===== src/rtl/xge_tx_arb_pkg.sv =====
// Shared types and width defaults for the xge TX arbiter.
package xge_tx_arb_pkg;

   localparam int DATA_W_DEF = 64;
   localparam int MOD_W_DEF  = 3;

   typedef enum logic {
      IDLE = 1'b0,
      XFER = 1'b1
   } arb_state_t;

endpackage


===== src/rtl/xge_rr_picker.sv =====
// Combinational round-robin select: first asserted req at or above ptr, wrapping.
module xge_rr_picker #(
   parameter int NUM_REQ = 4,
   parameter int PTR_W   = 2
) (
   input  logic [NUM_REQ-1:0] req,
   input  logic [PTR_W-1:0]   ptr,
   output logic [NUM_REQ-1:0] gnt,
   output logic               vld
);

   logic [PTR_W:0]   sum;
   logic [PTR_W-1:0] idx;

   always_comb begin
      gnt = '0;
      vld = 1'b0;
      sum = '0;
      idx = '0;
      for (int off = 0; off < NUM_REQ; off++) begin
         sum = {1'b0, ptr} + (PTR_W+1)'(off);
         if (sum >= (PTR_W+1)'(NUM_REQ))
            sum = sum - (PTR_W+1)'(NUM_REQ);
         idx = sum[PTR_W-1:0];
         if (!vld && req[idx]) begin
            gnt[idx] = 1'b1;
            vld      = 1'b1;
         end
      end
   end

endmodule


===== src/rtl/xge_tx_arbiter.sv =====
// Packet-granular round-robin arbiter onto the xge_mac pkt_tx_* port.
// Optional XGE_TX_ARB_STATS_EN adds per-requester eop counters and stat_* ports.
module xge_tx_arbiter
   import xge_tx_arb_pkg::*;
#(
   parameter int NUM_REQ = 4,
   parameter int DATA_W  = DATA_W_DEF,
   parameter int MOD_W   = MOD_W_DEF
) (
   input  logic                      clk_156m25,
   input  logic                      reset_156m25,
   input  logic [NUM_REQ*DATA_W-1:0] req_tx_data,
   input  logic [NUM_REQ*MOD_W-1:0]  req_tx_mod,
   input  logic [NUM_REQ-1:0]        req_tx_sop,
   input  logic [NUM_REQ-1:0]        req_tx_eop,
   input  logic [NUM_REQ-1:0]        req_tx_val,
   output logic [NUM_REQ-1:0]        req_tx_ready,
   input  logic                      pkt_tx_full,
   output logic [DATA_W-1:0]         pkt_tx_data,
   output logic [MOD_W-1:0]          pkt_tx_mod,
   output logic                      pkt_tx_sop,
   output logic                      pkt_tx_eop,
   output logic                      pkt_tx_val,
   output logic [NUM_REQ-1:0]        grant,
   output logic                      drop_err
`ifdef XGE_TX_ARB_STATS_EN
   ,
   input  logic [$clog2(NUM_REQ)-1:0] stat_sel,
   output logic [31:0]                stat_pkt_cnt
`endif
);

   localparam int PTR_W = $clog2(NUM_REQ);

   arb_state_t         state, state_nxt;
   logic [NUM_REQ-1:0] cand, pick;
   logic               pick_vld;
   logic [PTR_W-1:0]   rr_ptr, g_idx, ptr_nxt;
   logic               acc, drop;

   assign cand = req_tx_val & req_tx_sop;

   xge_rr_picker #(.NUM_REQ(NUM_REQ), .PTR_W(PTR_W)) u_picker (
      .req (cand),
      .ptr (rr_ptr),
      .gnt (pick),
      .vld (pick_vld)
   );

   always_comb begin
      g_idx = '0;
      for (int i = 0; i < NUM_REQ; i++)
         if (grant[i]) g_idx = PTR_W'(i);
      ptr_nxt = (g_idx == PTR_W'(NUM_REQ-1)) ? '0 : g_idx + 1'b1;
   end

   always_ff @(posedge clk_156m25) begin
      if (reset_156m25) state <= IDLE;
      else              state <= state_nxt;
   end

   // Stray non-sop words in IDLE are swallowed so a confused source cannot stall.
   always_comb begin
      state_nxt    = state;
      req_tx_ready = '0;
      acc          = 1'b0;
      drop         = 1'b0;
      case (state)
         IDLE: begin
            req_tx_ready = req_tx_val & ~req_tx_sop;
            drop         = |(req_tx_val & ~req_tx_sop);
            if (pick_vld) state_nxt = XFER;
         end
         XFER: begin
            req_tx_ready = grant & {NUM_REQ{~pkt_tx_full}};
            acc          = req_tx_val[g_idx] & ~pkt_tx_full;
            if (acc && req_tx_eop[g_idx]) state_nxt = IDLE;
         end
         default: state_nxt = IDLE;
      endcase
   end

   always_ff @(posedge clk_156m25) begin
      if (reset_156m25) begin
         grant       <= '0;
         rr_ptr      <= '0;
         pkt_tx_data <= '0;
         pkt_tx_mod  <= '0;
         pkt_tx_sop  <= 1'b0;
         pkt_tx_eop  <= 1'b0;
         pkt_tx_val  <= 1'b0;
         drop_err    <= 1'b0;
      end else begin
         drop_err   <= drop;
         pkt_tx_val <= acc;
         if (acc) begin
            pkt_tx_data <= req_tx_data[int'(g_idx)*DATA_W +: DATA_W];
            pkt_tx_mod  <= req_tx_mod[int'(g_idx)*MOD_W +: MOD_W];
            pkt_tx_sop  <= req_tx_sop[g_idx];
            pkt_tx_eop  <= req_tx_eop[g_idx];
         end
         if (state == IDLE && pick_vld) begin
            grant <= pick;
         end else if (acc && req_tx_eop[g_idx]) begin
            grant  <= '0;
            rr_ptr <= ptr_nxt;
         end
      end
   end

`ifdef XGE_TX_ARB_STATS_EN
   logic [31:0] stat_cnt [NUM_REQ];

   always_ff @(posedge clk_156m25) begin
      if (reset_156m25) begin
         for (int i = 0; i < NUM_REQ; i++) stat_cnt[i] <= '0;
         stat_pkt_cnt <= '0;
      end else begin
         if (acc && req_tx_eop[g_idx]) stat_cnt[g_idx] <= stat_cnt[g_idx] + 32'd1;
         stat_pkt_cnt <= (int'(stat_sel) < NUM_REQ) ? stat_cnt[stat_sel] : '0;
      end
   end
`endif

endmodule


===== config.mk =====
export PLATFORM = sky130hd
export DESIGN_NAME = xge_tx_arbiter
export DESIGN_NICKNAME = d
export VERILOG_FILES = /design/src/rtl/xge_tx_arb_pkg.sv /design/src/rtl/xge_rr_picker.sv /design/src/rtl/xge_tx_arbiter.sv
export SDC_FILE = /design/constraint.sdc
export NUM_CORES = 1
export LEC_CHECK = 0
export BUFFER_PORTS_ARGS = -buffer_cell sky130_fd_sc_hd__buf_4
export CAP_MARGIN = 25
export CORE_AREA = 2 2 141 143
export DETAILED_ROUTE_END_ITERATION = 16
export DIE_AREA = 0 0 143 145
export GPL_ROUTABILITY_DRIVEN = 0
export HOLD_SLACK_MARGIN = 0.02
export SKIP_CTS_REPAIR_TIMING = 1
export SLEW_MARGIN = 0
export SYNTH_ARGS = -nofsm -noshare
export SYNTH_HDL_FRONTEND = slang
export SYNTH_HIERARCHICAL = 1
export SYNTH_SLANG_ARGS = --single-unit

===== constraint.sdc =====
create_clock -name clk_156m25 -period 2.7 [get_ports clk_156m25]
set_input_delay 0.81 -clock clk_156m25 [delete_from_list [all_inputs] [get_ports clk_156m25]]
set_output_delay 0.81 -clock clk_156m25 [all_outputs]
set_load 0.05 [all_outputs]

Yosys cells after proc, flatten, opt, wreduce, memory -nomap -nowiden
Cells that the tools add are included.
{"block": "word_totals", "register_bits": 78, "out_inout_bits": 79}
{"block": "classes", "n_addsub": 8, "multipliers": 1, "magnitude_cmp": 13, "n_eq_ne": 1, "shift": 2, "muxes": 45, "bitwise": 11, "n_reduce_logical": 17}
{"op": "indexed part select 256 x 9 -> 64 bit", "count": 1}
{"op": "2-to-1 mux 4 bit", "count": 6}
{"op": "2-to-1 mux 1 bit", "count": 19}
{"op": "less-than comparator 2 x 3 -> 1 bit (second input constant)", "count": 5}
{"op": "binary-select mux 1 bit (select 2 bit)", "count": 7}
{"op": "2-to-1 mux 2 bit", "count": 7}
{"op": "bitwise AND 4 bit", "count": 3}
{"op": "OR 4 bit", "count": 3}
{"op": "indexed part select 12 x 5 -> 3 bit", "count": 1}
{"op": "logical AND 1 bit", "count": 10}
{"op": "greater-or-equal comparator 3 bit (second input constant)", "count": 3}
{"op": "demux 1 bit (select 2 bit)", "count": 4}
{"op": "greater-or-equal comparator 2 x 1 -> 1 bit (second input constant)", "count": 4}
{"op": "case mux 4 bit (2 select lines)", "count": 1}
{"op": "subtractor 2 x 1 -> 2 bit (second input constant)", "count": 4}
{"op": "adder 2 x 2 -> 3 bit (second input constant)", "count": 2}
{"op": "multiplier 2 x 2 -> 4 bit (second input constant)", "count": 1}
{"op": "NOT 4 bit", "count": 1}
{"op": "OR reduction 4 bit", "count": 1}
{"op": "adder 2 x 1 -> 3 bit (second input constant)", "count": 1}
{"op": "greater-or-equal comparator 2 x 3 -> 1 bit (second input constant)", "count": 1}
{"op": "zero test 1 bit", "count": 3}
{"op": "NOT 1 bit", "count": 3}
{"op": "adder 2 x 1 -> 2 bit (second input constant)", "count": 1}
{"op": "6 further kinds", "count": 6}

Logic depth before layout (Yosys ltp)
{"block": "logic_depth", "ltp_word": 17, "ltp_mapped": 10, "depth_no_buf": 8}

By module
Netlist, hierarchy kept.
{"module": "xge_tx_arbiter", "instances": 1, "cells_per_inst": 613, "area_per_inst_um2": 5129.9}
{"module": "xge_rr_picker", "instances": 1, "cells_per_inst": 62, "area_per_inst_um2": 508.0}

Least setup slack after synthesis
No wires, ideal clock.
{"block": "synth_timing", "kind": "input port to output port", "start": "input port req_tx_sop[1]", "end": "output port req_tx_ready[1]", "arrival_ns": 2.039, "t_required_ns": 1.890, "setup_slack_ns": -0.149, "path_stages": 2, "n_path_buf": 0, "cell_sequence": "nand2b_1 > o21ai_0"}
{"block": "synth_between", "elab_chain_cells": 3}
{"element": "start, declared", "line_no": "xge_tx_arbiter.sv:14", "rtl": "input logic [NUM_REQ-1:0] req_tx_sop,"}
{"element": "NOT 4 bit", "line_no": "xge_tx_arbiter.sv:70", "rtl": "req_tx_ready = req_tx_val & ~req_tx_sop;"}
{"element": "bitwise AND 4 bit", "line_no": "xge_tx_arbiter.sv:70"}
{"element": "case mux 4 bit (2 select lines)", "line_no": "xge_tx_arbiter.sv:68", "rtl": "case (state)"}
{"element": "end, declared", "line_no": "xge_tx_arbiter.sv:17", "rtl": "output logic [NUM_REQ-1:0] req_tx_ready,"}
No other way between the ends.

Worst setup path after layout
{"block": "layout_timing", "start": "register grant[1]", "end": "output port req_tx_ready[1]"}
{"block": "layout_between", "elab_chain_cells": 2}
{"element": "start, declared", "line_no": "xge_tx_arbiter.sv:24", "rtl": "output logic [NUM_REQ-1:0] grant,"}
{"element": "start signal, assigned", "line_no": "xge_tx_arbiter.sv:103", "rtl": "grant <= pick;"}
{"element": "bitwise AND 4 bit", "line_no": "xge_tx_arbiter.sv:75", "rtl": "req_tx_ready = grant & {NUM_REQ{~pkt_tx_full}};"}
{"element": "case mux 4 bit (2 select lines)", "line_no": "xge_tx_arbiter.sv:68"}
No other way between the ends.

==> results.md <==
* Max Clock Freq at 404 MHz
* Clock Sinks at 78
* Synth area leader: dfxtp_1
* Die area at 0.0207 sq mm
* Post-Syn Area per Cell at 8.35 sq um
* Status: completed
* Number of synthesized register bits at 78
* Largest fanout on the critical path at 74
* Maxcap violations at 0
* Post-detailed-route DRC marker count at 0
* Post-DP HPWL at 16200 um
* Area after DPL at 0.00852 sq mm
* First-pass GRT wire length at 32500 um
* Fin nets at 1282
* Cell area after layout at 0.00880 sq mm
* Power Density at 470 mW/mm^2
* Wire length per cell at 16.8 um
* Mapped Area at 0.00564 sq mm
* Initial Utilization at 29.4%
* Worst Clk Skew at 0.00462 ns
* Number of global-route vias before repair at 6098
* Final worst path period need at 2.48 ns
* Die W at 143 um
* Period utilisation layout at 91.8%
* CTS Buffer Depth at 2
* Crit path DAT at 1.67 ns
* Max Transition Viols Final at 0
* Area contributors post-synth: dfxtp_1 (28%), mux2i_1 (26%), a211oi_1 (9.3%), o21ai_0 (6.5%), a21oi_1 (6.3%)
* Largest net degree at the start of global routing at 75
* Syn nets at 964
* Number of synthesized flops with an enable pin at 0
* Chip height at 145 um
* Synth Instances at 675
* Leakage at 3.48 nW
* Vias/cell at 4.90
* Routed Antenna Nets at 0
* Crit path launch type: flip-flop
* Worst vdd ir at 0.000291 V
* Fraction of layout cells with a size suffix above 1 at 41.3%
* Clk pin slew, worst setup/hold paths at 0.06 ns
* Share of Yosys cell area claimed by the top area cell type at 27.7%
* Crit. End Element: output pin
* Tightest Pin Transition at 0.669 ns
* DRT iter0 DRCs at 218
* Setup violations, final at 0
* P&R area growth vs syn at 56.1%
* Clk_lat worst skew at 0.34 ns
* CTS Root Cell: clkbuf_16
* # port buffers at 361
* Vias at 6189
* Synth cell types at 45
* Count leader, synth: mux2i_1
* Antenna violations before repair at 0
* Syn. warnings at 6
* CTS tree: yes
* RSZ-0062 raised after global routing: no
* Core area at 0.0192 sq mm
* Seq/Total Area, Yosys at 27.7%
* TritonRoute pass-1 iters at 6
* Core Rows at 51
* Ports at 362
* Worst min path class: flip-flop to flip-flop
* CTS buffer count at 9
* Critical path required time at 1.89 ns
* Worst slew margin relative to its limit at 55.3%
* Worst setup path class: flip-flop to output pin
* Fin. Hold Viols at 0
* N_diodes at 0
* Drt total wl at 21200 um
* TNS Setup at 0 ns
* GRT Overall Usage at 19.8%
* Top_reg_cell synth: dfxtp_1
* Gr ovfl total at 0
* H-tree depth at 3
* Fraction of registers with async set/reset at 0%
* Most instantiated cells after synthesis: mux2i_1 (144), dfxtp_1 (78), nand2_1 (76)
==> per-stage QoR <==
step | setup slack (ns) | utilization (%) | instances | power [mW] | hold slack [ns]
after floorplan | 0.0163 | - | 675 | 2.35 | 0.523
after global placement | 0.174 | 44.3 | 1247 | 2.99 | 0.488
after detailed placement | 0.127 | 44.3 | 1247 | 3.00 | 0.475
after CTS | 0.223 | 45.8 | 1262 | 4.20 | 0.488
after global routing | 0.142 | 45.8 | 1262 | 4.37 | 0.525
final | 0.222 | 45.8 | 1262 | 4.14 | 0.489
==> registers in the layout, summed over array words and instances, names as in the netlist <==
signal and flops:
pkt_tx_data 64, pkt_tx_eop 1, pkt_tx_mod 3, drop_err 1, pkt_tx_sop 1, rr_ptr 2
state 1, pkt_tx_val 1, grant 4
==> worst paths after layout <==
path                                start                      endpoint  slack [ns]  cells past startpoint
hold / removal    pkt_tx_eop$_SDFFE_PP0P_       pkt_tx_eop$_SDFFE_PP0P_        0.49                      2
setup reg to reg    grant[3]$_SDFFE_PP0P_  pkt_tx_data[39]$_SDFFE_PP0P_        0.56                      5
setup / recovery    grant[1]$_SDFFE_PP0P_               req_tx_ready[1]        0.22                      4
hold reg to reg   pkt_tx_eop$_SDFFE_PP0P_       pkt_tx_eop$_SDFFE_PP0P_        0.49                      2
==> layout by cell type, fill, tap and decap left out, types with 2 or more instances in the layout <==
cell type	Yosys	final
a2111oi_2	2	2
a211oi_1	70	70
a21oi_1	71	71
and2_1	4	4
buf_12	0	4
buf_4	7	374
clkbuf_1	29	2
clkbuf_16	0	10
dfxtp_1	78	75
dfxtp_4	0	3
ha_1	6	6
inv_1	7	7
mux2_2	3	3
mux2i_1	144	144
nand2_1	76	76
nand2b_1	11	11
nand3b_1	9	9
nand4_1	2	2
nor2_1	7	7
nor3_1	4	4
nor3b_1	2	2
o21ai_0	73	69
o21ai_1	0	3
o22ai_1	6	6
o2bb2ai_1	4	4
o32ai_1	4	4
==> metal layers <==
metal / global-route usage (%) / wire, um
met1: 23.4 / 8640
met2: 35.2 / 10800
met5: 0 / 0
met4: 5.50 / 359
met3: 5.15 / 1450
==> cell type report <==
class                      count  area, sq um
fill                        1961        10400
multi-input combinational    519         3700
timing repair buffer         378         2890
sequential                    78         1570
tap                          265          332
clock buffer                  13          272
inverter                       7         26.3
clock inverter                 2         13.8
==> kinds of logic (layout without fill, tap and decap cells) <==
family,after synthesis,count (layout),share of synthesized area [%]
buf+inv,78,400,6.88
flops,78,78,27.7
fa+ha+maj,6,6,1.33
mux,149,149,26.8
simple gates,127,127,11.0
compound gates,237,237,26.3
==> power breakdown <==
part / leakage, nW / internal (mW) / switching, mW / total (mW)
Combinational: 2.70 / 0.718 / 0.942 / 1.66
Sequential: 0.638 / 1.24 / 0.0581 / 1.30
Clock: 0.137 / 0.700 / 0.480 / 1.18
Total: 3.48 / 2.66 / 1.48 / 4.14
==> critical path: stages (launching register included) <==
cell      delay [ns]
dfxtp_4         0.37
buf_12          0.32
nand3b_1        0.13
o21ai_1         0.10
buf_4           0.21
Power figures use the tool's default switching activity.
